## src/rtl/pc_fetch_pkg.sv

```systemverilog
// Shared types and defaults for the program-counter fetch block.
package pc_fetch_pkg;
  typedef enum logic [1:0] {
    ST_IDLE   = 2'd0,
    ST_RUN    = 2'd1,
    ST_HALTED = 2'd2
  } state_t;

  localparam int          PC_W_DEF       = 16;
  localparam int          CNT_W_DEF      = 16;
  localparam logic [15:0] START_ADDR_DEF = 16'h0000;
endpackage

```

## src/rtl/pc_fetch_if.sv

```systemverilog
// Control/status bundle between the sequencer (master) and pc_fetch (slave).
interface pc_fetch_if #(
  parameter int PC_W  = 16,
  parameter int CNT_W = 16
);
  logic             start;
  logic             halt;
  logic             stall;
  logic             branch;
  logic [PC_W-1:0]  branch_target;
  logic [PC_W-1:0]  pc;
  logic             fetch_valid;
  logic             done;
  logic [CNT_W-1:0] cycle_count;

  modport master (
    output start, halt, stall, branch, branch_target,
    input  pc, fetch_valid, done, cycle_count
  );

  modport slave (
    input  start, halt, stall, branch, branch_target,
    output pc, fetch_valid, done, cycle_count
  );
endinterface

```

## src/rtl/pc_fetch_sat_counter.sv

```systemverilog
// Saturating up-counter with synchronous clear; clear wins over enable.
module sat_counter #(
  parameter int CNT_W = 16
) (
  input  logic             clk,
  input  logic             rst,
  input  logic             i_clr,
  input  logic             i_en,
  output logic [CNT_W-1:0] o_count
);
  logic [CNT_W-1:0] r_count;
  logic [CNT_W-1:0] w_count_nxt;

  // next count: clear, saturating increment, or hold
  always_comb begin
    w_count_nxt = r_count;
    if (i_clr) begin
      w_count_nxt = '0;
    end else if (i_en && (r_count != {CNT_W{1'b1}})) begin
      w_count_nxt = r_count + CNT_W'(1);
    end else begin
      w_count_nxt = r_count;
    end
  end

  // count register
  always_ff @(posedge clk or posedge rst) begin
    if (rst) begin
      r_count <= '0;
    end else begin
      r_count <= w_count_nxt;
    end
  end

  assign o_count = r_count;
endmodule

```

## src/rtl/pc_fetch.sv

```systemverilog
// Program-counter fetch sequencer: IDLE -> RUN -> HALTED with
// halt > stall > branch > increment priority while running.
module pc_fetch
  import pc_fetch_pkg::*;
#(
  parameter int              PC_W       = PC_W_DEF,
  parameter logic [PC_W-1:0] START_ADDR = PC_W'(START_ADDR_DEF),
  parameter int              CNT_W      = CNT_W_DEF
) (
  input  logic      clk,
  input  logic      rst,
  pc_fetch_if.slave bus
);
  state_t          r_state;
  state_t          w_state_nxt;
  logic [PC_W-1:0] r_pc;
  logic [PC_W-1:0] w_pc_nxt;
  logic            r_done;
  logic            w_cnt_clr;
  logic            w_cnt_en;

  // next-state and next-pc selection
  always_comb begin
    w_state_nxt = r_state;
    w_pc_nxt    = r_pc;
    w_cnt_clr   = 1'b0;
    w_cnt_en    = 1'b0;
    case (r_state)
      ST_IDLE, ST_HALTED: begin
        if (bus.start) begin
          w_state_nxt = ST_RUN;
          w_pc_nxt    = START_ADDR;
          w_cnt_clr   = 1'b1;
        end else begin
          w_state_nxt = r_state;
        end
      end
      ST_RUN: begin
        w_cnt_en = 1'b1;
        if (bus.halt) begin
          w_state_nxt = ST_HALTED;
        end else if (bus.stall) begin
          // a branch under stall is dropped; upstream presents it again
          w_pc_nxt = r_pc;
        end else if (bus.branch) begin
          w_pc_nxt = bus.branch_target;
        end else begin
          w_pc_nxt = r_pc + PC_W'(1);
        end
      end
      default: begin
        w_state_nxt = ST_IDLE;
        w_pc_nxt    = START_ADDR;
      end
    endcase
  end

  // state, pc and done registers
  always_ff @(posedge clk or posedge rst) begin
    if (rst) begin
      r_state <= ST_IDLE;
      r_pc    <= START_ADDR;
      r_done  <= 1'b0;
    end else begin
      r_state <= w_state_nxt;
      r_pc    <= w_pc_nxt;
      r_done  <= (w_state_nxt == ST_HALTED);
    end
  end

  sat_counter #(
    .CNT_W (CNT_W)
  ) u_cycle_cnt (
    .clk     (clk),
    .rst     (rst),
    .i_clr   (w_cnt_clr),
    .i_en    (w_cnt_en),
    .o_count (bus.cycle_count)
  );

  assign bus.pc          = r_pc;
  assign bus.done        = r_done;
  assign bus.fetch_valid = (r_state == ST_RUN) && !bus.stall;
endmodule

```

## src/flat_wrapper.sv

```systemverilog
// flat-port wrapper written by rule: the top's interface ports become plain ports
module pc_fetch_flat import pc_fetch_pkg::*;
#(
  parameter int              PC_W       = PC_W_DEF,
  parameter logic [PC_W-1:0] START_ADDR = PC_W'(START_ADDR_DEF),
  parameter int              CNT_W      = CNT_W_DEF
)
  (clk, rst, bus_start, bus_halt, bus_stall, bus_branch, bus_branch_target, bus_pc, bus_fetch_valid, bus_done, bus_cycle_count);
  pc_fetch_if #(.PC_W(PC_W), .CNT_W(CNT_W)) bus_i ();
  input  logic clk;
  input  logic rst;
  input wire logic [$bits(bus_i.start)-1:0] bus_start;
  input wire logic [$bits(bus_i.halt)-1:0] bus_halt;
  input wire logic [$bits(bus_i.stall)-1:0] bus_stall;
  input wire logic [$bits(bus_i.branch)-1:0] bus_branch;
  input wire logic [$bits(bus_i.branch_target)-1:0] bus_branch_target;
  output wire logic [$bits(bus_i.pc)-1:0] bus_pc;
  output wire logic [$bits(bus_i.fetch_valid)-1:0] bus_fetch_valid;
  output wire logic [$bits(bus_i.done)-1:0] bus_done;
  output wire logic [$bits(bus_i.cycle_count)-1:0] bus_cycle_count;
  assign bus_i.start = bus_start;
  assign bus_i.halt = bus_halt;
  assign bus_i.stall = bus_stall;
  assign bus_i.branch = bus_branch;
  assign bus_i.branch_target = bus_branch_target;
  assign bus_pc = bus_i.pc;
  assign bus_fetch_valid = bus_i.fetch_valid;
  assign bus_done = bus_i.done;
  assign bus_cycle_count = bus_i.cycle_count;
  pc_fetch #(.PC_W(PC_W), .START_ADDR(START_ADDR), .CNT_W(CNT_W)) u_core (.clk(clk), .rst(rst), .bus(bus_i));
endmodule
```

## config.mk

```make
export PLATFORM = sky130hd
export DESIGN_NAME = pc_fetch_flat
export DESIGN_NICKNAME = d
export VERILOG_FILES = /design/src/rtl/pc_fetch_pkg.sv /design/src/rtl/pc_fetch_if.sv /design/src/rtl/pc_fetch_sat_counter.sv /design/src/rtl/pc_fetch.sv /design/src/flat_wrapper.sv
export SDC_FILE = /design/constraint.sdc
export NUM_CORES = 1
export LEC_CHECK = 0
export BUFFER_PORTS_ARGS = -buffer_cell sky130_fd_sc_hd__buf_2
export CORE_MARGIN = 2
export CORE_UTILIZATION = 47
export DETAILED_ROUTE_END_ITERATION = 6
export GPL_TIMING_DRIVEN = 0
export PLACE_DENSITY = 0.79
export SYNTH_ARGS = -nofsm -noshare
export SYNTH_HDL_FRONTEND = slang
export SYNTH_SLANG_ARGS = --single-unit
```

## constraint.sdc

```tcl
create_clock -name clk -period 2 [get_ports clk]
set_input_delay 0.6 -clock clk [delete_from_list [all_inputs] [get_ports clk]]
set_output_delay 0.6 -clock clk [all_outputs]
set_load 0.02 [all_outputs]
```

==> results of run 1 <==
state kept, by name (all words and copies together), names as in the netlist:
name	count
u_core.u_cycle_cnt.o_count	16
u_core.bus.done	1
u_core.r_state	2
u_core.bus.pc	16
metal layers:
metal / up-vias / GRT usage (%) / part of all wire, %
li1: 985 / - / -
met1: 989 / 30.06 / 39
met3: 19 / 5.032 / 9.5
met4: 0 / 13.24 / 2.5
met5: - / 0 / 0
met2: 112 / 40.87 / 49
Yosys cell counts (all sizes together), types with 3 or more instances:
cell and number:
a211oi 4, nor4 3, nor2 27, and3 7, nand2 15, o22ai 3
xnor2 9, nor3 14, a21oi 15, a22oi 6, dfrtp 35, nand4 9
clkbuf 8, inv 6, o21bai 4, o21ai 18, nand3 12
critical path, stage by stage, from the launching register on:
cell	delay, ns
dfrtp_2	0.44
nand2b_1	0.30
nor2_1	0.14
buf_2	0.17
cell usage in the layout (no fill, tap or decap), drive strengths merged:
cell,n
buf,66
o22ai,3
ha,2
or4,2
inv,6
a22oi,6
o21bai,4
a32o,1
dfrtp,35
or4b,1
a31oi,2
and4,2
mux2i,2
clkbuf,14
nand3,12
o2bb2ai,2
nand2b,2
o31ai,2
or3,1
nand4,9
or3b,1
o211ai,1
nor3,14
o31a,1
or2,1
nor2,27
a22o,2
nor2b,2
nor4b,1
o21ai,18
o311ai,1
a21oi,15
xnor2,9
and3,7
nand2,15
a41oi,1
nor4,3
a211oi,4
timing repair:
| action | 4_1_cts | 5_1_grt |
|---|---|---|
| endpoints found under the setup margin | 8 | 21 |
| buffers inserted | 1 | 9 |
| pin swaps | 0 | 4 |
| resized for setup | 3 | 8 |
cells by family (layout without fill, tap and decap cells):
family | Yosys count | count (layout)
and+or+nand+nor | 100 | 100
AOI/OAI and AO/OA | 63 | 63
DFF | 35 | 35
buffers and inverters | 14 | 86
xor gates and xnor gates | 9 | 9
adders and majority gates | 2 | 2
muxes | 2 | 2
area by class of cell:
| class | count | area share, % |
|---|---|---|
| buffer | 7 | 1.185 |
| clock buffer | 8 | 3.949 |
| inverter | 6 | 0.8885 |
| multi-input combinational | 176 | 42.84 |
| sequential | 35 | 34.85 |
| tap | 50 | 2.468 |
| timing repair buffer | 65 | 13.82 |
stage by stage:
step / instance area [um^2] / utilization, % / total power [W]
finish: 2535 / 62.92 / 0.001946
global route: 2535 / 62.92 / 0.002052
CTS: 2444 / 60.65 / 0.001942
detailed placement: 2325 / 57.70 / 0.001348
global placement: 2325 / 57.70 / 0.001337
floorplan: 1987 / - / 0.001181
power by group through the flow:
stage / clock [W] / combinational (W) / sequential, W
4_1_cts: 0.000592 / 0.000474 / 0.000876
6_report: 0.000573 / 0.000492 / 0.000881
5_1_grt: 0.000615 / 0.000545 / 0.000892
3_3_place_gp: 0 / 0.000446 / 0.000891
2_1_floorplan: 0 / 0.000228 / 0.000953
3_5_place_dp: 0 / 0.000454 / 0.000894
how the worst max path moves through the flow:
stage	to	from	slack (ns)	cells after the start
after floorplan	u_core.bus.pc[15]	u_core.bus.pc[5]	-0.01	5
after global placement	u_core.bus.pc[11]	bus_halt	-0.21	7
after detailed placement	u_core.bus.pc[14]	bus_halt	-0.27	5
after CTS	u_core.bus.pc[15]	u_core.bus.pc[1]	0.01	5
after global routing	u_core.u_cycle_cnt.o_count[3]	u_core.u_cycle_cnt.o_count[0]	-0.01	6
final	bus_fetch_valid	u_core.r_state[1]	0.06	3
==> impl_summary.log, run 1 <==
INFO  metric placement_rows = 23
INFO  metric sequentialPowerShare = 45.3%
INFO  metric crit_required = 1.40 ns
INFO  metric clock.fmax = 515.1 MHz
INFO  metric slew_viol_final = 0
INFO  metric timing.final.setup_violations = 0
INFO  metric coreArea = 0.004029 mm^2
INFO  metric synth-edff-count = 0
INFO  metric first_global_vias = 1,895
INFO  metric post_synth_mux_area_share = 1.015%
INFO  metric viasPerCell = 6.066
INFO  metric worst-setup-path-type = flop to primary output
INFO  metric io_buffers = 55
INFO  metric multi_input_comb_area = 0.001086 mm^2
INFO  metric total_die_area = 0.004733 mm^2
INFO  metric synthFlopType = dfrtp_1
INFO  metric final-seq-area = 883.3 um^2
INFO  metric drc = 0
INFO  metric die_extent_in_x = 68.80 um
INFO  metric share_comb_of_total_power = 25.3%
INFO  metric asyncSetResetFlopFracSynth = 100.0%
INFO  metric timing.clock.skew = 0.006117 ns
INFO  metric synth_cells = 225
INFO  metric cts_buffer_depth = 2
INFO  metric numPlacedInstances = 330
INFO  metric gpl.final_weighted_congestion = 0.8220
INFO  metric cts_max_level = 2
INFO  metric netlist-cell-type-count = 40
INFO  metric route.antenna.remaining_nets = 0
INFO  metric rsz_0062_raised_after_global_routing = true
INFO  metric total_gr_overflow = 0
INFO  metric floorplan.io_pins = 56
INFO  metric pwr_density_cell = 767.5 mW/mm^2
INFO  metric endpoint_kind = primary output
INFO  metric worst_setup_path_start_kind = flop
INFO  metric post_synthesis_adder_cell_area_fraction = 1.268%
INFO  metric yosys_register_bits = 35
INFO  metric status = completed
INFO  metric fin_tns_setup = 0 ns
INFO  metric fin_crit_sh = 97.07%
INFO  metric synth_area_leaders = dfrtp_1, nor2_1, o21ai_0, xnor2_1, a21oi_1
INFO  metric clock_latency_late_sink = 0.29 ns
INFO  metric synth_warnings = 0
INFO  metric final.fill_count = 352
INFO  metric antenna_cells_inserted = 0
INFO  metric yosysTopAreaCellShare = 44.39%
INFO  metric synthesis.area_per_instance = 8.770 um^2
INFO  metric synth_top_family_by_area = simple AND/OR/NAND/NOR gates
INFO  metric final_cells = 347
INFO  metric power.share.clock = 29.4%
INFO  metric tritoncts_num_sinks = 35
INFO  metric grt_pass1_wl = 8645 um
INFO  metric worst-slew-pin-transition = 0.7434 ns
INFO  metric vias = 2,105
INFO  metric floorplan.initialDensity = 48.98%
INFO  metric timing.final.ws_setup = 0.05870 ns
INFO  metric clkTransAtPathRegs = 0.07 ns
INFO  metric synth-seq-area-share = 44.39%
INFO  metric final_nets = 320
INFO  metric gr-usage-all-layers = 24.66%
INFO  metric yosys.area_share.simple = 26.63%
INFO  metric timing.hold.ws = 0.4335 ns
INFO  metric r2r.worst_path.cells = 5
INFO  metric ff2ff_setup_slack = 0.12 ns
INFO  metric worst_ep_arrival = 1.34 ns
INFO  metric p_switching = 0.0006619 W
INFO  metric routed_wire_length_per_instance = 15.61 um
INFO  metric path_max_fanout = 9
INFO  metric tritoncts = built
INFO  metric syn_area = 0.001973 mm^2
INFO  metric maxCapViolCount = 0
INFO  metric post-dp-hpwl = 3675 um
INFO  metric timing.max_slew.rel_slack = 50.37%
INFO  metric hold_viol_final = 0
INFO  metric fraction_of_final_layout_cells_with_drive_strength_greater_than_1 = 31.65%
INFO  metric drt_iter0_markers = 248
INFO  metric synthesized_area_fraction_occupied_by_ao_oa_aoi_and_oai_cells = 20.04%
INFO  metric min_path_type = primary input to async pin
INFO  metric synth_area_leader_cell = dfrtp_1
INFO  metric wirelength = 5416 um
INFO  metric floorplan.die.height = 68.80 um
INFO  metric final_worst_path_period_need = 1.941 ns
INFO  metric xor_xnor_cell_area_share_of_the_yosys_netlist = 3.995%
INFO  metric cts_hold_buffers = 0
INFO  metric vdd_ir_drop_max = 0.4098 mV
INFO  metric layout-area-overhead-vs-synth = 28.47%
INFO  metric post-place-ws = -0.2654 ns
INFO  metric number_of_antenna_violations_at_the_first_check_in_global_routing = 0
INFO  metric p_int = 0.001284 W
INFO  metric crit-reg2reg-capture = u_core.u_cycle_cnt.o_count[14]
INFO  metric cts_made_buffers = 5
INFO  metric clk_root_buffer_cell = clkbuf_8
INFO  metric synth.net_count = 249
INFO  metric rr_startpoint = u_core.u_cycle_cnt.o_count[0]
INFO  metric pin_count_of_the_biggest_net_entering_global_routing = 36
INFO  metric total_leakage_power = 1.174 nW
INFO  metric dr.pass1.iters = 5
INFO  metric switching_fraction = 34.02%
Note: power is estimated with default switching activity, not from simulation.
==> run 2: changes to the inputs <==
Settings changed: ABC_AREA from default to 1, CORE_UTILIZATION 47 to 48.
==> impl_summary.log, run 2 <==
INFO  metric status = completed
INFO  metric critPathBufInv = 2 (+1)
INFO  metric tritoncts = built
INFO  metric total_gr_overflow = 0 (unchanged)
INFO  metric synth_cells = 344 (+53%)
INFO  metric fin_crit_sh = 88.80% (-8.3 points)
INFO  metric die_extent_in_x = 73.24 um (+6.5%)
INFO  metric crit_required = 2.23 ns (+0.83 ns)
INFO  metric netlist-cell-type-count = 25 (-38%)
INFO  metric wirelength = 5836 um (+7.8%)
INFO  metric max_stage_delay = 0.43 ns (about the same)
INFO  metric timing.clock.skew = 0.008680 ns (+0.002563 ns)
INFO  metric pwr_density_cell = 998.9 mW/mm^2 (+30%)
INFO  metric vdd_ir_drop_max = 0.5827 mV (+42%)
INFO  metric route.antenna.remaining_nets = 0 (unchanged)
INFO  metric asyncSetResetFlopFracSynth = 100.0% (unchanged)
INFO  metric placement_rows = 25 (+8.7%)
INFO  metric clk_root_buffer_cell = clkbuf_8
INFO  metric clock.fmax = 563.0 MHz (+9.3%)
INFO  metric synth-seq-area-share = 38.06% (-6.3 points)
INFO  metric path_max_fanout = 10 (+1)
INFO  metric worst_ep_arrival = 2.00 ns (+0.66 ns)
INFO  metric worstPathCellList = ha_1 -> nand3_1 -> inv_2 -> nand2_4 -> nor2_4 -> nor2_4 -> buf_2 -> nand4_1 -> nand2_1
INFO  metric yosys_register_bits = 35 (unchanged)
INFO  metric worst_setup_path_start_kind = flop
INFO  metric layout-area-overhead-vs-synth = 21.86%
INFO  metric pin_count_of_the_biggest_net_entering_global_routing = 24 (-33%)
INFO  metric clock_latency_late_sink = 0.29 ns (about the same)
INFO  metric worst-slew-pin-transition = 0.6255 ns (-0.1178 ns)
INFO  metric routed_wire_length_per_instance = 12.63 um (-19%)
INFO  metric detailed_place.area = 0.002671 mm^2 (+15%)
INFO  metric cts_hold_buffers = 0 (unchanged)
INFO  metric stdcell_area = 0.002804 mm^2 (+11%)
INFO  metric final_cell_mix = nand2_1, nor2_1, buf_2, dfrtp_1, nand3_1
INFO  metric viasPerCell = 5.208 (-14%)
INFO  metric mostFrequentLayoutCell = nand2_1
INFO  metric timing.final.ws_setup = 0.2239 ns (+0.1652 ns)
INFO  metric drt_iter0_markers = 137 (-45%)
INFO  metric final_nets = 431 (+35%)
INFO  metric cts_made_buffers = 5 (unchanged)
INFO  metric gr-usage-all-layers = 23.39% (-1.3 points)
INFO  metric numPlacedInstances = 454 (+38%)
INFO  metric floorplan.io_pins = 56 (unchanged)
INFO  metric grt_pass1_wl = 9701 um (+12%)
INFO  metric total_die_area = 0.005363 mm^2 (+13%)
INFO  metric clkTransAtPathRegs = 0.08 ns (about the same)
INFO  metric dominant_cell_by_count_in_the_synthesized_netlist = nand2_1
INFO  metric antenna_cells_inserted = 0 (unchanged)
INFO  metric synth_warnings = 0 (unchanged)
INFO  metric max_stage_delay_cell_worst_path = dfrtp_1
INFO  metric min_path_type = primary input to async pin
INFO  metric timing.final.setup_violations = 0 (unchanged)
INFO  metric yosys-top-cells-count = nand2_1, nor2_1, dfrtp_1
INFO  metric maxCapViolCount = 0 (unchanged)
INFO  metric synth-edff-count = 0 (unchanged)
INFO  metric hold_viol_final = 0 (unchanged)
INFO  metric floorplan.die.height = 73.24 um (+6.5%)
INFO  metric synth_area_leader_cell = dfrtp_1
INFO  metric total_leakage_power = 1.460 nW (+24%)
INFO  metric synthesis.area_per_instance = 6.689 um^2 (-24%)
INFO  metric timing.max_slew.rel_slack = 58.25% (+7.9 points)
INFO  metric gpl.final_weighted_congestion = 0.8612 (+4.8%)
INFO  metric io_buffers = 55 (unchanged)
INFO  metric synth.net_count = 368 (+48%)
INFO  metric slew_viol_final = 0 (unchanged)
INFO  metric cts_max_level = 2 (unchanged)
INFO  metric vias = 2,406 (+14%)
INFO  metric synthFlopType = dfrtp_1
INFO  metric coreArea = 0.004661 mm^2 (+16%)
INFO  metric tritoncts_num_sinks = 35 (unchanged)
INFO  metric floorplan.initialDensity = 49.37% (+0.39 points)
INFO  metric worst-setup-path-type = flop to flop
INFO  metric crit_top_cell = nor2_4
INFO  metric drc = 0 (unchanged)
INFO  metric endpoint_kind = flop
INFO  metric cts_buffer_depth = 2 (unchanged)
INFO  metric post-place-ws = 0.09711 ns (+0.3625 ns)
INFO  metric syn_area = 0.002301 mm^2 (+17%)
INFO  metric yosysTopAreaCellShare = 38.06% (-6.3 points)
INFO  metric synth_area_leaders = dfrtp_1, nand2_1, nor2_1, nand3_1, inv_1
INFO  metric rsz_0062_raised_after_global_routing = false
INFO  metric post-dp-hpwl = 4287 um (+17%)
INFO  metric first_global_vias = 2,146 (+13%)
INFO  metric path_delay_family = simple AND/OR/NAND/NOR gates
INFO  metric final_worst_path_period_need = 1.776 ns (-0.1652 ns)
INFO  metric number_of_antenna_violations_at_the_first_check_in_global_routing = 0 (unchanged)
INFO  metric fraction_of_final_layout_cells_with_drive_strength_greater_than_1 = 19.12% (-13 points)
INFO  metric fin_tns_setup = 0 ns (unchanged)
INFO  metric final_cells = 462 (+33%)
INFO  metric dr.pass1.iters = 4 (-1)
run 2: kinds of logic after synthesis:
kind of cell,after synthesis,share of synthesized area [%]
and+or+nand+nor,229,42.96
DFF,35,38.06
xor gates and xnor gates,11,4.187
buffers and inverters,39,6.960
adders and majority gates,2,1.087
AOI/OAI and AO/OA,28,6.742
run 2: metal layers:
layer,track usage (%),part of all wire (%),wire length [um],up-vias
met5,0,0,0,-
met4,7.202,0.96,56,0
met3,5.249,6.1,356,4
met2,35.44,45,2629,71
met1,33.22,48,2793,1106
li1,-,-,-,1225
run 2: repair_timing:
item | 4_1_cts | 5_1_grt
setup buffers | 0 | 0
setup endpoints to repair | 0 | 1
resized for setup | 0 | 1
run 2: area by class of cell:
class                   instances  area (um^2)
plain buffers                   8        43.79
clock buffers                   6        72.57
clock inverters                 2        60.06
fillers                       449         1857
inverters                      31        116.4
multi-input cells             270         1265
flip-flops and latches         35        875.8
well taps                      54        67.56
repair buffers                 56        302.8
run 2: final timing paths:
| path | slack (ns) | cells past startpoint | end | startpoint |
|---|---|---|---|---|
| setup / recovery | 0.22 | 9 | u_core.u_cycle_cnt.o_count[11] | u_core.u_cycle_cnt.o_count[0] |
| hold / removal | 0.37 | 2 | u_core.u_cycle_cnt.o_count[1] | rst |
| setup reg to reg | 0.22 | 9 | u_core.u_cycle_cnt.o_count[11] | u_core.u_cycle_cnt.o_count[0] |
| hold reg to reg | 0.54 | 2 | u_core.bus.pc[15] | u_core.bus.pc[15] |
| max in group asynchronous | 1.09 | 3 | u_core.bus.done | rst |
| min in group clk | 0.53 | 2 | u_core.r_state[0] | bus_halt |
run 2: power breakdown:
| group | internal (W) | switching (W) |
|---|---|---|
| logic | 0.000324 | 0.000729 |
| clock network | 0.000499 | 0.000279 |
| registers | 0.000831 | 0.000141 |
| total | 0.00165 | 0.00115 |
run 2: through the flow:
stage          utilization [%]  power, W  hold WS [ns]
2_1_floorplan                -  0.001677        0.5130
3_3_place_gp             56.72  0.002001        0.5143
3_5_place_dp             57.32  0.002028        0.5192
4_1_cts                  60.16  0.002803        0.3861
5_1_grt                  60.16  0.002969        0.4192
6_report                 60.16  0.002801        0.3707
==> run 3: changes to the inputs <==
Settings changed: RECOVER_POWER from default to 100.
==> impl_summary.log, run 3 (synthesized netlist as in run 2, its figures left out) <==
INFO  metric max_stage_delay = 0.36 ns (-0.07 ns)
INFO  metric min_path_type = primary input to async pin
INFO  metric post-place-ws = 0.09711 ns (unchanged)
INFO  metric switching_fraction = 41.60% (+0.62 points)
INFO  metric p_switching = 0.001150 W (+0.16%)
INFO  metric final.fill_count = 469 (+4.5%)
INFO  metric dr.pass1.iters = 4 (unchanged)
INFO  metric ff2ff_setup_slack = 0.19 ns (-0.03 ns)
INFO  metric clock_latency_late_sink = 0.29 ns (about the same)
INFO  metric final-seq-area = 875.8 um^2 (unchanged)
INFO  metric pin_count_of_the_biggest_net_entering_global_routing = 24 (unchanged)
INFO  metric cts_buffer_depth = 2 (unchanged)
INFO  metric clkTransAtPathRegs = 0.08 ns (about the same)
INFO  metric total_gr_overflow = 0 (unchanged)
INFO  metric share_comb_of_total_power = 36.5% (-1.1 points)
INFO  metric fin_crit_sh = 92.39% (+3.6 points)
INFO  metric post-dp-hpwl = 4287 um (unchanged)
INFO  metric cts_hold_buffers = 0 (unchanged)
INFO  metric worst-setup-path-type = flop to primary output
INFO  metric timing.clock.skew = 0.008552 ns (-0.0001280 ns)
INFO  metric grt_pass1_wl = 9701 um (unchanged)
INFO  metric fraction_of_final_layout_cells_with_drive_strength_greater_than_1 = 10.05% (-9.1 points)
INFO  metric vdd_ir_drop_max = 0.5667 mV (-2.8%)
INFO  metric tritoncts = built
INFO  metric gr-usage-all-layers = 23.39% (unchanged)
INFO  metric tritoncts_num_sinks = 35 (unchanged)
INFO  metric total_leakage_power = 1.307 nW (-10%)
INFO  metric vias = 2,419 (+0.54%)
INFO  metric worst-slew-pin-transition = 0.5828 ns (-0.04275 ns)
INFO  metric timing.final.ws_setup = 0.1521 ns (-0.07182 ns)
INFO  metric p_int = 0.001614 W (-2.4%)
INFO  metric maxCapViolCount = 0 (unchanged)
INFO  metric r2r.worst_path.cells = 9 (unchanged)
INFO  metric antenna_cells_inserted = 0 (unchanged)
INFO  metric quantity_of_gates_resized_following_cts = 0 (unchanged)
INFO  metric hold_viol_final = 0 (unchanged)
INFO  metric total_die_area = 0.005363 mm^2 (unchanged)
INFO  metric floorplan.die.height = 73.24 um (unchanged)
INFO  metric drc = 0 (unchanged)
INFO  metric design_power_total = 0.002764 W (-1.3%)
INFO  metric timing.max_slew.rel_slack = 61.15% (+2.9 points)
INFO  metric first_global_vias = 2,146 (unchanged)
INFO  metric rsz_0062_raised_after_global_routing = false
INFO  metric layout-area-overhead-vs-synth = 18.92%
INFO  metric final_nets = 431 (unchanged)
INFO  metric crit_required = 1.40 ns (-0.83 ns)
INFO  metric max_stage_delay_cell_worst_path = dfrtp_1
INFO  metric path_max_fanout = 6 (-4)
INFO  metric rr_startpoint = u_core.u_cycle_cnt.o_count[0]
INFO  metric worst_setup_path_start_kind = flop
INFO  metric placement_rows = 25 (unchanged)
INFO  metric wirelength = 5834 um (about the same)
INFO  metric cts_made_buffers = 5 (unchanged)
INFO  metric clock.fmax = 541.2 MHz (-3.9%)
INFO  metric power.share.clock = 28.2% (+0.4 points)
INFO  metric final_worst_path_period_need = 1.848 ns (+0.07182 ns)
INFO  metric floorplan.initialDensity = 49.37% (unchanged)
INFO  metric final_cell_mix = nand2_1, nor2_1, clkbuf_1, dfrtp_1
INFO  metric cts.repair_timing.setup_buffer_count = 0 (unchanged)
INFO  metric multi_input_comb_area = 0.001265 mm^2 (unchanged)
INFO  metric pwr_density_cell = 1010 mW/mm^2 (+1.1%)
INFO  metric number_of_antenna_violations_at_the_first_check_in_global_routing = 0 (unchanged)
INFO  metric coreArea = 0.004661 mm^2 (unchanged)
INFO  metric mostFrequentLayoutCell = nand2_1
INFO  metric io_buffers = 55 (unchanged)
INFO  metric crit-reg2reg-capture = u_core.u_cycle_cnt.o_count[11]
INFO  metric sequentialPowerShare = 35.3% (+0.6 points)
INFO  metric route.antenna.remaining_nets = 0 (unchanged)
INFO  metric gpl.final_weighted_congestion = 0.8612 (unchanged)
INFO  metric cts_max_level = 2 (unchanged)
INFO  metric worstPathCellList = inv_1 -> nand2_1 -> nor2_1 -> clkbuf_1
INFO  metric clk_root_buffer_cell = clkbuf_8
INFO  metric drt_iter0_markers = 148 (+8.0%)
INFO  metric status = completed
INFO  metric floorplan.io_pins = 56 (unchanged)
INFO  metric worst_ep_arrival = 1.25 ns (-0.75 ns)
INFO  metric routed_wire_length_per_instance = 12.63 um (about the same)
INFO  metric endpoint_kind = primary output
INFO  metric timing.final.setup_violations = 0 (unchanged)
INFO  metric viasPerCell = 5.236 (+0.54%)
INFO  metric final_core_utilization = 58.71% (-1.4 points)
INFO  metric fin_tns_setup = 0 ns (unchanged)
INFO  metric die_extent_in_x = 73.24 um (unchanged)
INFO  metric slew_viol_final = 0 (unchanged)
run 3: cell types whose count changed in the layout (fill, tap and decap cells not counted), sizes merged:
cell | before | now
buf | 62 | 23
clkbuf | 8 | 47
run 3: critical path: cells and delay by family, from the launching register on:
| family | cells | cell delay [ns] |
|---|---|---|
| simple gates | 2 | 0.28 |
| buf+inv | 2 | 0.31 |
| flops | 1 | 0.36 |
run 3: per-layer routing:
| metal | track usage [%] | part of all wire, % | up-vias |
|---|---|---|---|
| li1 | - | - | 1223 |
| met1 | 33.22 | 48 | 1120 |
| met2 | 35.44 | 44 | 72 |
| met3 | 5.249 | 6.7 | 4 |
| met4 | 7.202 | 0.98 | 0 |
| met5 | 0 | 0 | - |
run 3: cell type report:
cell class / instances / share of cell area [%]
Timing Repair Buffer: 56 / 8.642
Clock buffer: 6 / 2.652
Clock inverter: 2 / 2.195
Tap cell: 54 / 2.469
Buffer: 8 / 1.555
Inverter: 31 / 4.252
Multi-Input combinational cell: 270 / 46.23
Sequential cell: 35 / 32.01
run 3: through the flow:
stage	cell area, um^2	hold slack, ns	cells
floorplan	2301	0.5130	344
global placement	2644	0.5143	453
detailed placement	2671	0.5192	454
CTS	2804	0.3861	462
global route	2736	0.3776	462
finish	2736	0.3262	462
run 3: worst max-delay path by stage:
stage | to | cells after the start | from | slack, ns
detailed placement | u_core.u_cycle_cnt.o_count[0] | 6 | bus_start | 0.1
CTS | u_core.u_cycle_cnt.o_count[0] | 7 | u_core.u_cycle_cnt.o_count[0] | 0.08
global route | u_core.u_cycle_cnt.o_count[11] | 9 | u_core.u_cycle_cnt.o_count[0] | 0.06
finish | bus_fetch_valid | 4 | u_core.r_state[1] | 0.15
global placement | u_core.bus.pc[3] | 2 | rst | 0.07
floorplan | u_core.u_cycle_cnt.o_count[12] | 9 | u_core.u_cycle_cnt.o_count[0] | 0.41
run 3: power by group through the flow:
| stage | Sequential (W) | Clock (W) | Combinational [W] |
|---|---|---|---|
| 2_1_floorplan | 0.00108 | 0 | 0.000592 |
| 3_3_place_gp | 0.000977 | 0 | 0.00102 |
| 3_5_place_dp | 0.000984 | 0 | 0.00104 |
| 4_1_cts | 0.000969 | 0.000784 | 0.00105 |
| 5_1_grt | 0.000994 | 0.000808 | 0.00113 |
| 6_report | 0.000975 | 0.000778 | 0.00101 |
